### src/rtl/wb_arbiter.sv
// Register-file write-port arbiter: pipeline WB has priority, long-latency results
// queue in a FIFO and drain into idle slots; also tracks per-register busy bits and starvation.
module wb_arbiter #(
    parameter int DEPTH        = 2,
    parameter int STARVE_LIMIT = 8
) (
    input  logic        clk,
    input  logic        rst_n,
    input  logic        pipe_wen,
    input  logic [4:0]  pipe_waddr,
    input  logic [31:0] pipe_wdata,
    input  logic        lu_valid,
    output logic        lu_ready,
    input  logic [4:0]  lu_waddr,
    input  logic [31:0] lu_wdata,
    input  logic        issue_valid,
    input  logic [4:0]  issue_waddr,
    output logic        rf_wen,
    output logic [4:0]  rf_waddr,
    output logic [31:0] rf_wdata,
    output logic [31:0] busy,
    output logic        starve
);

    localparam int AW = $clog2(DEPTH);
    localparam logic [AW:0] FULL_C = (AW+1)'(DEPTH);

    logic [4:0]    addr_mem [DEPTH];
    logic [31:0]   data_mem [DEPTH];
    logic [AW-1:0] wr_ptr_q, wr_ptr_d;
    logic [AW-1:0] rd_ptr_q, rd_ptr_d;
    logic [AW:0]   count_q, count_d;
    logic [31:0]   busy_q, busy_d;
    logic [7:0]    starve_cnt_q, starve_cnt_d;
    logic          starve_q, starve_d;

    logic pipe_take;
    logic fifo_empty;
    logic push;
    logic pop;

    assign pipe_take  = pipe_wen && (pipe_waddr != 5'd0);
    assign fifo_empty = (count_q == '0);
    assign lu_ready   = (count_q < FULL_C);
    assign push       = lu_valid && lu_ready;
    assign pop        = !pipe_take && !fifo_empty;

    assign busy   = busy_q;
    assign starve = starve_q;

    always_comb begin
        rf_wen   = 1'b0;
        rf_waddr = 5'd0;
        rf_wdata = 32'd0;
        if (pipe_take) begin
            rf_wen   = 1'b1;
            rf_waddr = pipe_waddr;
            rf_wdata = pipe_wdata;
        end else if (pop) begin
            // A queued result aimed at r0 is drained without touching the register file
            rf_wen   = (addr_mem[rd_ptr_q] != 5'd0);
            rf_waddr = addr_mem[rd_ptr_q];
            rf_wdata = data_mem[rd_ptr_q];
        end
    end

    always_comb begin
        wr_ptr_d = wr_ptr_q;
        rd_ptr_d = rd_ptr_q;
        count_d  = count_q;
        if (push) wr_ptr_d = wr_ptr_q + AW'(1);
        if (pop)  rd_ptr_d = rd_ptr_q + AW'(1);
        case ({push, pop})
            2'b10:   count_d = count_q + (AW+1)'(1);
            2'b01:   count_d = count_q - (AW+1)'(1);
            default: count_d = count_q;
        endcase
    end

    // Set is applied after clear so a same-edge issue keeps the bit high
    always_comb begin
        busy_d = busy_q;
        if (pop) busy_d[addr_mem[rd_ptr_q]] = 1'b0;
        if (issue_valid && (issue_waddr != 5'd0)) busy_d[issue_waddr] = 1'b1;
        busy_d[0] = 1'b0;
    end

    always_comb begin
        starve_cnt_d = 8'd0;
        if (!fifo_empty && pipe_take) begin
            starve_cnt_d = (starve_cnt_q == 8'hFF) ? 8'hFF : starve_cnt_q + 8'd1;
        end
        starve_d = (starve_cnt_d >= 8'(STARVE_LIMIT));
    end

    always_ff @(posedge clk) begin
        if (push) begin
            addr_mem[wr_ptr_q] <= lu_waddr;
            data_mem[wr_ptr_q] <= lu_wdata;
        end
    end

    always_ff @(posedge clk or negedge rst_n) begin
        if (!rst_n) begin
            wr_ptr_q     <= '0;
            rd_ptr_q     <= '0;
            count_q      <= '0;
            busy_q       <= 32'd0;
            starve_cnt_q <= 8'd0;
            starve_q     <= 1'b0;
        end else begin
            wr_ptr_q     <= wr_ptr_d;
            rd_ptr_q     <= rd_ptr_d;
            count_q      <= count_d;
            busy_q       <= busy_d;
            starve_cnt_q <= starve_cnt_d;
            starve_q     <= starve_d;
        end
    end

endmodule
### config.mk
export PLATFORM = sky130hd
export DESIGN_NAME = wb_arbiter
export DESIGN_NICKNAME = d
export VERILOG_FILES = /design/src/rtl/wb_arbiter.sv
export SDC_FILE = /design/constraint.sdc
export NUM_CORES = 1
export LEC_CHECK = 0
export CAP_MARGIN = 30
export CORE_ASPECT_RATIO = 2
export CORE_MARGIN = 10
export CORE_UTILIZATION = 35
export DETAILED_ROUTE_END_ITERATION = 16
export GPL_TIMING_DRIVEN = 0
export SLEW_MARGIN = 25
export SYNTH_ARGS = -nofsm -noshare
export SYNTH_HDL_FRONTEND = slang
export SYNTH_SLANG_ARGS = --single-unit
export TNS_END_PERCENT = 30
### constraint.sdc
create_clock -name clk -period 2.4 [get_ports clk]
set_input_delay 0.48 -clock clk [delete_from_list [all_inputs] [get_ports clk]]
set_output_delay 0.48 -clock clk [all_outputs]
set_load 0.005 [all_outputs]
==> reports/results.ini <==
[placement]
io_buffers=152
pre_cts_slack_ns=-1.225
dpl-instance-area_sq_mm=0.007127
dp_hpwl_um=12570
dpl.cell_count=767
gp_congestion=0.9518

[layout]
final_cells=815
syn_to_final_growth_pct=56.51
final_nets=692
final_layout_size_suffix_gt1_share_pct=31.02
postLayoutCellArea_sq_mm=0.008268

[clocking]
clock-sinks=118
cts_buffer_depth=2
clk_pin_slew_worst_paths_ns=0.05
clock_latency_ns=0.41
htreeDepth=4
ctsRootBufferMaster=clkbuf_16
cts_tree=done
cts_made_buffers=17

[timing]
final.setup_skew_ns=0.009234
fin_crit_sh_pct=106.7
relSlewSlack_pct=28.04
worstMarginPinSlew_ns=1.079
setup_ws_ns=-0.1606
hold_viol=0
slew_violations=0
period_needed_ns=2.561
finalSetupViolCount=38
fmaxAchievable_ghz=0.3905
holdWs_ns=0.4959
rsz0062_at_grt=yes

[yosys]
synth-seq-cells=118
synthCells=417
synth_fp_nets=503
yosysSeqAreaShare_pct=62.91
synthFlopType=edfxtp_1
synth_edf_count=74
ys_types=45
synth.avg_cell_area_sq_um=12.67
async_flop_share_pct=37.29
synth_warnings=0
synth_area_sq_mm=0.005283

[power]
p_leak_nw=3.147
vdd_drop_max_uv=625.2
pwr_density_cell_mw_per_mm2=1066
total_power_mw=8.812

[worst_setup_path]
crit_required_ns=1.92
setup.worst_path.start_class=primary input
worst-path-max-fanout=5
cp.arrival_ns=2.08
end_kind=output port
path_class=in -> out
r2r_cells=6

[global_route]
grt.total_usage_pct=16.04
grt_pass1_wl_um=25720
grt_pass1_vias=4733
grt_max_degree=32
antenna_found_initial=1
grt_overflow=0

[floorplan]
die_h_um=193.7
core-area_sq_mm=0.01482
ios=156
num_rows=63
die_area_sq_mm=0.02071
die_w_um=106.9
initial_core_util_pct=35.65

[flow_run]
maxCapViolCount=0

[drt]
wl_per_cell_um=20.74
vias=4264
routed_wl_um=16910
drt_first_pass_iters=4
ant_nets=0
post_drt_via_cell_ratio=5.232
wl_met2_um=9660
drtIter0Drc=159
drt-met1-wl_um=5553
wl_met3_um=1154
route.detailed.drc=0
top_layer_used=met4

[status]
status=finished with violations
violations=negative setup slack

[hold_path]
holdPathStages=2
worst_hold_path_type=reg -> reg

## cell families (layout without fill, tap and decap cells)
| logic type | count (synthesis) | count (layout) | share of synthesized area, % |
|---|---|---|---|
| DFF | 118 | 118 | 62.91 |
| AOI/OAI and AO/OA | 113 | 113 | 15.44 |
| and+or+nand+nor | 103 | 103 | 9.285 |
| muxes | 39 | 39 | 7.461 |
| buffers and inverters | 34 | 236 | 3.197 |
| xor gates and xnor gates | 7 | 7 | 1.161 |
| adders and majority gates | 2 | 2 | 0.4736 |
| other | 1 | 2 | 0.07099 |
## final timing paths
path	startpoint	slack, ns	endpoint
worst max-delay path	pipe_waddr[0]	-0.16	rf_wdata[29]
worst min-delay path	busy[3]	0.50	busy[3]
worst max register to register	starve_cnt_q[0]	0.34	starve
worst min register to register	busy[3]	0.50	busy[3]
max in group asynchronous	rst_n	1.38	starve_cnt_q[2]
min in group asynchronous	rst_n	0.52	busy[10]
## routing by layer
metal  global-route usage, %  vias up
li1                        -     1998
met2                   30.62      166
met1                   14.52     2067
met5                       0        -
met3                   5.226       33
met4                   7.089        0
## what timing repair did
item	4_1_cts	5_1_grt
endpoints found under the hold margin	13	0
setup endpoints to repair	39	38
cloned	2	1
gates resized for setup	263	57
pin swaps	10	9
hold buffers	1	0
setup buffers	6	5
## flip-flops by register name, summed over array words and instances, names as in the netlist
| name | count |
|---|---|
| wr_ptr_q | 1 |
| rd_ptr_q | 1 |
| starve | 1 |
| starve_cnt_q | 8 |
| busy | 31 |
| count_q | 2 |
| addr_mem | 10 |
| data_mem | 64 |
## report_power, final
part / switching, mW / internal [mW] / total, mW
clock: 0.940 / 1.42 / 2.36
combinational: 1.73 / 1.69 / 3.43
sequential: 0.280 / 2.74 / 3.02
## critical path, cell delays in order
cell and delay (ns):
clkdlybuf4s15_2 0.21, or4_4 0.43, o21a_4 0.23, buf_8 0.14, buf_12 0.14, clkbuf_16 0.17
nand2_4 0.07, o31ai_2 0.06, buf_2 0.14
## synth_stat cells, types with 2 or more instances
cell	instances	area share [%]
o31ai_1	44	6.3
nand2_1	54	3.8
a31oi_1	2	0.24
dfrtp_1	44	21
edfxtp_1	74	42
buf_1	3	0.21
a21oi_1	8	0.76
nor2b_1	2	0.24
buf_6	4	0.85
nand2b_1	3	0.36
mux2_2	3	0.64
o21ai_0	27	2.6
and3_1	3	0.36
nand4_1	3	0.36
ha_1	2	0.47
clkbuf_1	14	0.99
inv_1	6	0.43
nor2_1	10	0.71
nand3_1	12	1.1
or2_2	2	0.24
nor3_1	2	0.19
buf_2	6	0.57
o41ai_1	23	3.8
xnor2_1	6	0.99
a32oi_1	2	0.33
nand3b_1	4	0.57
mux2i_1	36	6.8
## layout by cell type, fill, tap and decap left out, drive strengths merged, types with 2 or more instances in the layout
cell / count
xnor2: 6
a21oi: 8
nand3: 12
a31oi: 2
ha: 2
o21ai: 27
nor3: 2
a32oi: 2
clkbuf: 29
or2: 3
dfrtp: 44
edfxtp: 74
inv: 7
nand2: 54
mux2: 3
nor2b: 2
clkinvlp: 5
buf: 74
nand4: 3
o41ai: 23
nand3b: 4
nand2b: 3
nor2: 10
o31ai: 44
clkdlybuf4s50: 109
and3: 3
clkinv: 8
mux2i: 36
## per-stage QoR
stage | TNS (ns) | util (%)
after floorplan | 0 | -
after global placement | -99.27 | 47.58
after detailed placement | -44.06 | 48.09
after CTS | -5.377 | 53.84
after global routing | -5.846 | 55.79
final | -4.783 | 55.79
## layout make-up
type | count | area [sq um]
Antenna cell | 1 | 2.502
Buffer | 28 | 279.0
Clock buffer | 17 | 425.4
Clock inverter | 15 | 133.9
Fill cell | 1318 | 6551
Inverter | 6 | 22.52
Multi-Input combinational cell | 265 | 2297
Sequential cell | 118 | 3323
Tap cell | 195 | 244.0
Timing Repair Buffer | 170 | 1540
(Power assumes the default switching activity.)
